==> src/rtl/usb4_tx_pkg.sv <==
// Shared transmit-side definitions: data-bus select codes and the training state encoding.
package usb4_tx_pkg;

    localparam logic [3:0] DSEL_SLOS1  = 4'd0;
    localparam logic [3:0] DSEL_SLOS2  = 4'd1;
    localparam logic [3:0] DSEL_G3_TS1 = 4'd2;
    localparam logic [3:0] DSEL_G3_TS2 = 4'd3;
    localparam logic [3:0] DSEL_G4_TS1 = 4'd4;
    localparam logic [3:0] DSEL_G4_TS2 = 4'd5;
    localparam logic [3:0] DSEL_G4_TS3 = 4'd6;
    localparam logic [3:0] DSEL_G4_TS4 = 4'd7;
    localparam logic [3:0] DSEL_DATA   = 4'd8;
    localparam logic [3:0] DSEL_IDLE   = 4'd9;

    typedef enum logic [3:0] {
        S_SLOS1  = 4'd0,
        S_SLOS2  = 4'd1,
        S_G3_TS1 = 4'd2,
        S_G3_TS2 = 4'd3,
        S_G4_TS1 = 4'd4,
        S_G4_TS2 = 4'd5,
        S_G4_TS3 = 4'd6,
        S_G4_TS4 = 4'd7,
        S_DATA   = 4'd8,
        S_IDLE   = 4'd9,
        S_ERR    = 4'd10
    } state_t;

    // ERR drives the bus quiet, same as IDLE
    function automatic logic [3:0] dsel_of(input state_t s);
        logic [3:0] d;
        case (s)
            S_SLOS1:  d = DSEL_SLOS1;
            S_SLOS2:  d = DSEL_SLOS2;
            S_G3_TS1: d = DSEL_G3_TS1;
            S_G3_TS2: d = DSEL_G3_TS2;
            S_G4_TS1: d = DSEL_G4_TS1;
            S_G4_TS2: d = DSEL_G4_TS2;
            S_G4_TS3: d = DSEL_G4_TS3;
            S_G4_TS4: d = DSEL_G4_TS4;
            S_DATA:   d = DSEL_DATA;
            default:  d = DSEL_IDLE;
        endcase
        return d;
    endfunction

endpackage

==> src/rtl/tx_os_watchdog.sv <==
// Stall watchdog: counts cycles while running, cleared on demand, flags when the limit is reached.
module tx_os_watchdog #(
    parameter int TIMEOUT = 4096,
    parameter int TMO_W   = 16
) (
    input  logic clk_i,
    input  logic rst_ni,
    input  logic clear_i,
    input  logic run_i,
    output logic expired_o
);

    localparam logic [TMO_W-1:0] LIMIT = TMO_W'(TIMEOUT - 1);

    logic [TMO_W-1:0] cnt_q, cnt_d;

    // Next count: clear wins, then saturating increment while running
    always_comb begin
        cnt_d = cnt_q;
        if (clear_i) begin
            cnt_d = '0;
        end else if (run_i && (cnt_q != LIMIT)) begin
            cnt_d = cnt_q + TMO_W'(1);
        end else begin
            cnt_d = cnt_q;
        end
    end

    // Counter register
    always_ff @(posedge clk_i or negedge rst_ni) begin
        if (!rst_ni) begin
            cnt_q <= '0;
        end else begin
            cnt_q <= cnt_d;
        end
    end

    assign expired_o = run_i && (cnt_q == LIMIT);

endmodule

==> src/rtl/tx_os_sequencer.sv <==
// Ordered-set training sequencer: walks the Gen3 or Gen4 phase chain, counting bus completions
// and gating each advance on the partner-match handshake, then holds the link in DATA.
module tx_os_sequencer
    import usb4_tx_pkg::*;
#(
    parameter int SLOS_REPS  = 2,
    parameter int G3_TS_REPS = 32,
    parameter int G4_TS_REPS = 16,
    parameter int TS4_REPS   = 16,
    parameter int CNT_W      = 8,
    parameter int TIMEOUT    = 4096,
    parameter int TMO_W      = 16
) (
    input  logic       clk_i,
    input  logic       rst_ni,
    input  logic       start_i,
    input  logic       gen4_i,
    input  logic       abort_i,
    input  logic       os_sent_i,
    input  logic       rx_os_match_i,
    output logic [3:0] d_sel_o,
    output logic [3:0] cur_state_o,
    output logic       phase_done_o,
    output logic       link_up_o,
    output logic       error_o
);

    state_t           state_q, state_d;
    logic [CNT_W-1:0] os_cnt_q, os_cnt_d;
    logic             rx_seen_q, rx_seen_d;
    logic [3:0]       d_sel_q;
    logic             phase_done_q, link_up_q, error_q;

    logic [CNT_W-1:0] reps_m1_s;
    logic             needs_rx_s, training_s;
    state_t           next_phase_s;
    logic             adv_cond_s, advance_s, state_chg_s;
    logic             wdog_clr_s, wdog_exp_s;

    // Phase table: per-state repeat target, handshake need and successor
    always_comb begin
        reps_m1_s    = '0;
        needs_rx_s   = 1'b0;
        training_s   = 1'b1;
        next_phase_s = S_IDLE;
        case (state_q)
            S_SLOS1:  begin reps_m1_s = CNT_W'(SLOS_REPS - 1);  next_phase_s = S_SLOS2;  end
            S_SLOS2:  begin reps_m1_s = CNT_W'(SLOS_REPS - 1);  next_phase_s = S_G3_TS1; end
            S_G3_TS1: begin reps_m1_s = CNT_W'(G3_TS_REPS - 1); needs_rx_s = 1'b1; next_phase_s = S_G3_TS2; end
            S_G3_TS2: begin reps_m1_s = CNT_W'(G3_TS_REPS - 1); needs_rx_s = 1'b1; next_phase_s = S_DATA;   end
            S_G4_TS1: begin reps_m1_s = CNT_W'(G4_TS_REPS - 1); needs_rx_s = 1'b1; next_phase_s = S_G4_TS2; end
            S_G4_TS2: begin reps_m1_s = CNT_W'(G4_TS_REPS - 1); needs_rx_s = 1'b1; next_phase_s = S_G4_TS3; end
            S_G4_TS3: begin reps_m1_s = CNT_W'(G4_TS_REPS - 1); needs_rx_s = 1'b1; next_phase_s = S_G4_TS4; end
            S_G4_TS4: begin reps_m1_s = CNT_W'(TS4_REPS - 1);   next_phase_s = S_DATA;   end
            default:  begin training_s = 1'b0; end
        endcase
    end

    assign adv_cond_s = training_s && os_sent_i && (os_cnt_q == reps_m1_s) &&
                        (rx_seen_q || rx_os_match_i || !needs_rx_s);

    // Next state: exits beat advance; a completion in the expiry cycle proves the bus is alive
    always_comb begin
        state_d   = state_q;
        advance_s = 1'b0;
        if (state_q == S_IDLE) begin
            if (start_i && !abort_i) begin
                state_d = gen4_i ? S_G4_TS1 : S_SLOS1;
            end else begin
                state_d = S_IDLE;
            end
        end else if (!start_i || abort_i) begin
            state_d = S_IDLE;
        end else if (adv_cond_s) begin
            advance_s = 1'b1;
            state_d   = next_phase_s;
        end else if (wdog_exp_s && !os_sent_i) begin
            state_d = S_ERR;
        end else begin
            state_d = state_q;
        end
    end

    assign state_chg_s = (state_d != state_q);

    // Per-phase completion count and sticky partner match, both restarted on any state change
    always_comb begin
        os_cnt_d  = os_cnt_q;
        rx_seen_d = rx_seen_q;
        if (state_chg_s) begin
            os_cnt_d  = '0;
            rx_seen_d = 1'b0;
        end else begin
            rx_seen_d = rx_seen_q || rx_os_match_i;
            if (os_sent_i && (os_cnt_q < reps_m1_s)) begin
                os_cnt_d = os_cnt_q + CNT_W'(1);
            end else begin
                os_cnt_d = os_cnt_q;
            end
        end
    end

    assign wdog_clr_s = os_sent_i || state_chg_s || !training_s;

    tx_os_watchdog #(
        .TIMEOUT (TIMEOUT),
        .TMO_W   (TMO_W)
    ) u_wdog (
        .clk_i     (clk_i),
        .rst_ni    (rst_ni),
        .clear_i   (wdog_clr_s),
        .run_i     (training_s),
        .expired_o (wdog_exp_s)
    );

    // State, counters and Moore outputs, all loaded from the next state so they move together
    always_ff @(posedge clk_i or negedge rst_ni) begin
        if (!rst_ni) begin
            state_q      <= S_IDLE;
            os_cnt_q     <= '0;
            rx_seen_q    <= 1'b0;
            d_sel_q      <= DSEL_IDLE;
            phase_done_q <= 1'b0;
            link_up_q    <= 1'b0;
            error_q      <= 1'b0;
        end else begin
            state_q      <= state_d;
            os_cnt_q     <= os_cnt_d;
            rx_seen_q    <= rx_seen_d;
            d_sel_q      <= dsel_of(state_d);
            phase_done_q <= advance_s;
            link_up_q    <= (state_d == S_DATA);
            error_q      <= (state_d == S_ERR);
        end
    end

    assign d_sel_o      = d_sel_q;
    assign cur_state_o  = state_q;
    assign phase_done_o = phase_done_q;
    assign link_up_o    = link_up_q;
    assign error_o      = error_q;

endmodule
==> config.mk <==
export PLATFORM = sky130hd
export DESIGN_NAME = tx_os_sequencer
export DESIGN_NICKNAME = d
export VERILOG_FILES = /design/src/rtl/usb4_tx_pkg.sv /design/src/rtl/tx_os_watchdog.sv /design/src/rtl/tx_os_sequencer.sv
export SDC_FILE = /design/constraint.sdc
export NUM_CORES = 1
export LEC_CHECK = 0
export CORE_UTILIZATION = 50
export DETAILED_ROUTE_END_ITERATION = 7
export HOLD_SLACK_MARGIN = 0.1
export PLACE_DENSITY = 0.71
export SKIP_LAST_GASP = 1
export SLEW_MARGIN = 20
export SYNTH_ARGS = -nofsm -noshare
export SYNTH_HDL_FRONTEND = slang
export SYNTH_SLANG_ARGS = --single-unit
==> constraint.sdc <==
create_clock -name clk_i -period 4.27 [get_ports clk_i]
set_input_delay 0.427 -clock clk_i [delete_from_list [all_inputs] [get_ports clk_i]]
set_output_delay 0.427 -clock clk_i [all_outputs]
set_load 0.03 [all_outputs]
==> flow_summary_export.csv <==
group,metric,value,unit
clock_network,clk_path_buf_depth,2,
cells_and_area,layout.cells.non_filler,260,
pwr,p_leak,0.963,nW
synth,seq_area_frac_synth,45.6,%
drt,ant_nets,0,
pwr,swShare,28.1,%
synth,async_flop_share,100,%
timing,slew_violations,0,
job,drv_cap,0,
grt,grt_pass1_wl,6.24,mm
cells_and_area,syn_to_final_growth,15.6,%
synth,synthCells,190,
critical_path,startpoint_type,"register",
clock_network,ctsHoldBuffers,0,
placement,place_congestion,0.875,
critical_path,required,4500,ps
floorplanning,fp.coreArea,3690,sq um
timing,min_period,2800,ps
drt,vias,1393,
timing,relSlewSlack,37.9,%
clock_network,cts_tree,"yes",
critical_path,reg2reg_slack,1470,ps
clock_network,ctsHtreeMaxLevel,2,
timing,period_share,65.5,%
grt,antenna_found_initial,0,
pwr,seqPwrFrac,50.5,%
worst_hold_path,hold_path_class,"reg -> reg",
clock_network,cts_buffers,5,
grt,grt_start_max_net_pins,36,
synth,yosysWarnings,0,
synth,synth_area_leaders,"dfrtp_1, nor2_1, xnor2_1, ha_1, dfstp_2",
placement,placed_cells_incl_taps,252,
grt,grt_overflow_total,0,
critical_path,crit_arrival,3020,ps
clock_network,post_cts_buffers,0,
pwr,p_sw,0.000194,W
grt,grt_use_total,20.0,%
synth,netlist.area_leader.share,41.5,%
drt,via_per_inst,5.36,
synth,yosysTopAreaCell,"dfrtp_1",
synth,syn_area,1930,sq um
drt,dr.pass1.iters,4,
run_status,run_status,"completed",
cells_and_area,fillers,331,
critical_path,reg2reg_depth,8,
clock_network,cts_sinks,35,
timing,rsz0062_at_grt,"false",
synth,yosysUniqueCellTypes,53,
timing,fin_skew,7.03,ps
timing,hold_viol,0,
synth,synth_ff_type,"dfrtp_1",
synth,syn_nets,204,
synth,synth_edf_count,0,
drt,wl,3.56,mm
synth,synth_seq_cells,35,
cells_and_area,nets,225,
clock_network,root_buffer,"clkbuf_8",
critical_path,rr_endpoint,"os_cnt_q[5]",
pwr,p_comb_share,13.8,%
floorplanning,ios,18,
floorplanning,die_width,64.1,um
synth,syn_avg_cell_area,10.1,sq um
timing,tns,0,ps
floorplanning,start_util,52.3,%
critical_path,critPathCaptureType,"register",
pwr,p_int,0.000496,W
timing,tightest_slew,918,ps
cells_and_area,drive_gt1_share,15.6,%
placement,port_buffers,17,
clock_network,cts_resized,0,
floorplanning,num_rows,22,
floorplanning,die_height,64.1,um
clock_network,clkLatencyLatePin,300,ps
drt,detail_route.iter0.violations,55,
cells_and_area,diodes,0,
drt,wl_per_cell,13.7,um
placement,dpl.hpwl,2.54,mm
clock_network,clkTransAtPathRegs,80,ps
critical_path,reg2reg_from,"d_sel_o[3]",
pwr,power.density,310,nW/um^2
drt,drc,0,
pwr,max-vdd-ir-drop,0.219,mV
worst_hold_path,min_to,"os_cnt_q[7]",
timing,fmax,0.357,GHz
worst_hold_path,min_from,"os_cnt_q[7]",
floorplanning,dieArea,4110,sq um
worst_hold_path,hold_depth,2,
pwr,power_frac_clock,35.7,%
critical_path,crit_fanout,10,
critical_path,crit_type,"reg -> reg",
grt,first_global_vias,1407,
timing,setup_violations,0,
==> cells in the final DEF, fill, tap and decap left out, types with 3 or more instances in the layout <==
cell type / count
inv_1: 8
a21oi_1: 6
clkbuf_8: 5
or4_1: 3
xor2_1: 6
clkdlybuf4s50_1: 17
xnor2_1: 12
nand3_1: 6
nor3_1: 4
nor2_1: 32
o21ai_0: 3
nor3b_1: 3
dfstp_2: 3
ha_1: 7
and2_1: 4
dfrtp_1: 32
nand4_1: 3
nand2_1: 13
==> worst max-delay path: stages (launching register included) <==
cell and delay (ps):
dfstp_2 630, o21bai_1 240, ha_1 320, nor2b_1 140, o21ai_0 140, a21oi_1 120, or4_1 590, or3_4 430
a21oi_2 120
==> layer usage <==
| metal | GRT usage (%) | wire [um] |
|---|---|---|
| met5 | 0 | 0 |
| met4 | 10.0 | 65 |
| met3 | 4.82 | 130 |
| met2 | 30.6 | 1590 |
| met1 | 26.5 | 1770 |
==> kinds of logic after synthesis <==
family	Yosys count	share of synthesized area [%]
simple gates	95	29.1
flops	35	45.6
compound gates	21	8.83
xor+xnor	18	8.18
buf+inv	13	3.24
fa+ha+maj	7	4.54
mux	1	0.519
==> registers in the layout, indices dropped and copies added, names as in the netlist <==
name	count
rx_seen_q	1
error_o	1
link_up_o	1
d_sel_o	4
cur_state_o	3
os_cnt_q	8
phase_done_o	1
u_wdog.cnt_q	16
==> how the worst max path moves through the flow <==
stage	from	endpoint	slack (ps)
after floorplan	cur_state_o[1]	os_cnt_q[5]	1510
after global placement	os_sent_i	d_sel_o[1]	1450
after detailed placement	os_sent_i	u_wdog.cnt_q[9]	1390
after CTS	d_sel_o[3]	os_cnt_q[5]	1490
after global routing	d_sel_o[3]	u_wdog.cnt_q[9]	1320
final	d_sel_o[3]	os_cnt_q[5]	1470
==> power by group through the flow <==
stage	clock network (W)	registers, W	logic, W
2_1_floorplan	0	0.000361	0.0000563
4_1_cts	0.000254	0.000348	0.0000959
3_3_place_gp	0	0.000354	0.0000932
6_report	0.000246	0.000349	0.0000952
3_5_place_dp	0	0.000355	0.0000959
5_1_grt	0.000264	0.000350	0.000104
==> synth_stat cells (2+ instances only) <==
cell / n
buf_2: 2
o21ai_0: 3
nor4_1: 2
nor3b_1: 3
nand4_1: 3
nor4_4: 2
xor2_1: 6
xnor2_1: 12
nand2b_1: 2
nand3_1: 6
inv_1: 8
dfrtp_1: 32
nor2_1: 32
nor2b_1: 2
dfstp_2: 3
nand2_1: 13
or4_1: 3
and3_1: 2
ha_1: 7
and3_2: 2
or3_1: 2
nor3_1: 4
a21oi_1: 6
and2_1: 4
==> area by class of cell <==
class | count | area [sq um] | area share (%)
multi-input cells | 142 | 986 | 44.2
flip-flops and latches | 35 | 880 | 39.5
clock buffers | 5 | 68.8 | 3.09
clock inverters | 3 | 23.8 | 1.07
well taps | 48 | 60.1 | 2.69
repair buffers | 18 | 178 | 7.97
inverters | 9 | 33.8 | 1.52
==> per-stage QoR <==
step | total power, W | utilization [%] | area (sq um) | setup slack, ps | hold WS [ps]
after global routing | 0.000717 | 60.4 | 2230 | 1320 | 543
after detailed placement | 0.000451 | 57.9 | 2140 | 1390 | 496
after floorplan | 0.000417 | - | 1930 | 1510 | 131
after CTS | 0.000699 | 60.4 | 2230 | 1490 | 508
after global placement | 0.000448 | 57.9 | 2140 | 1450 | 489
final | 0.000690 | 60.4 | 2230 | 1470 | 506
Power figures use the tool's default switching activity.
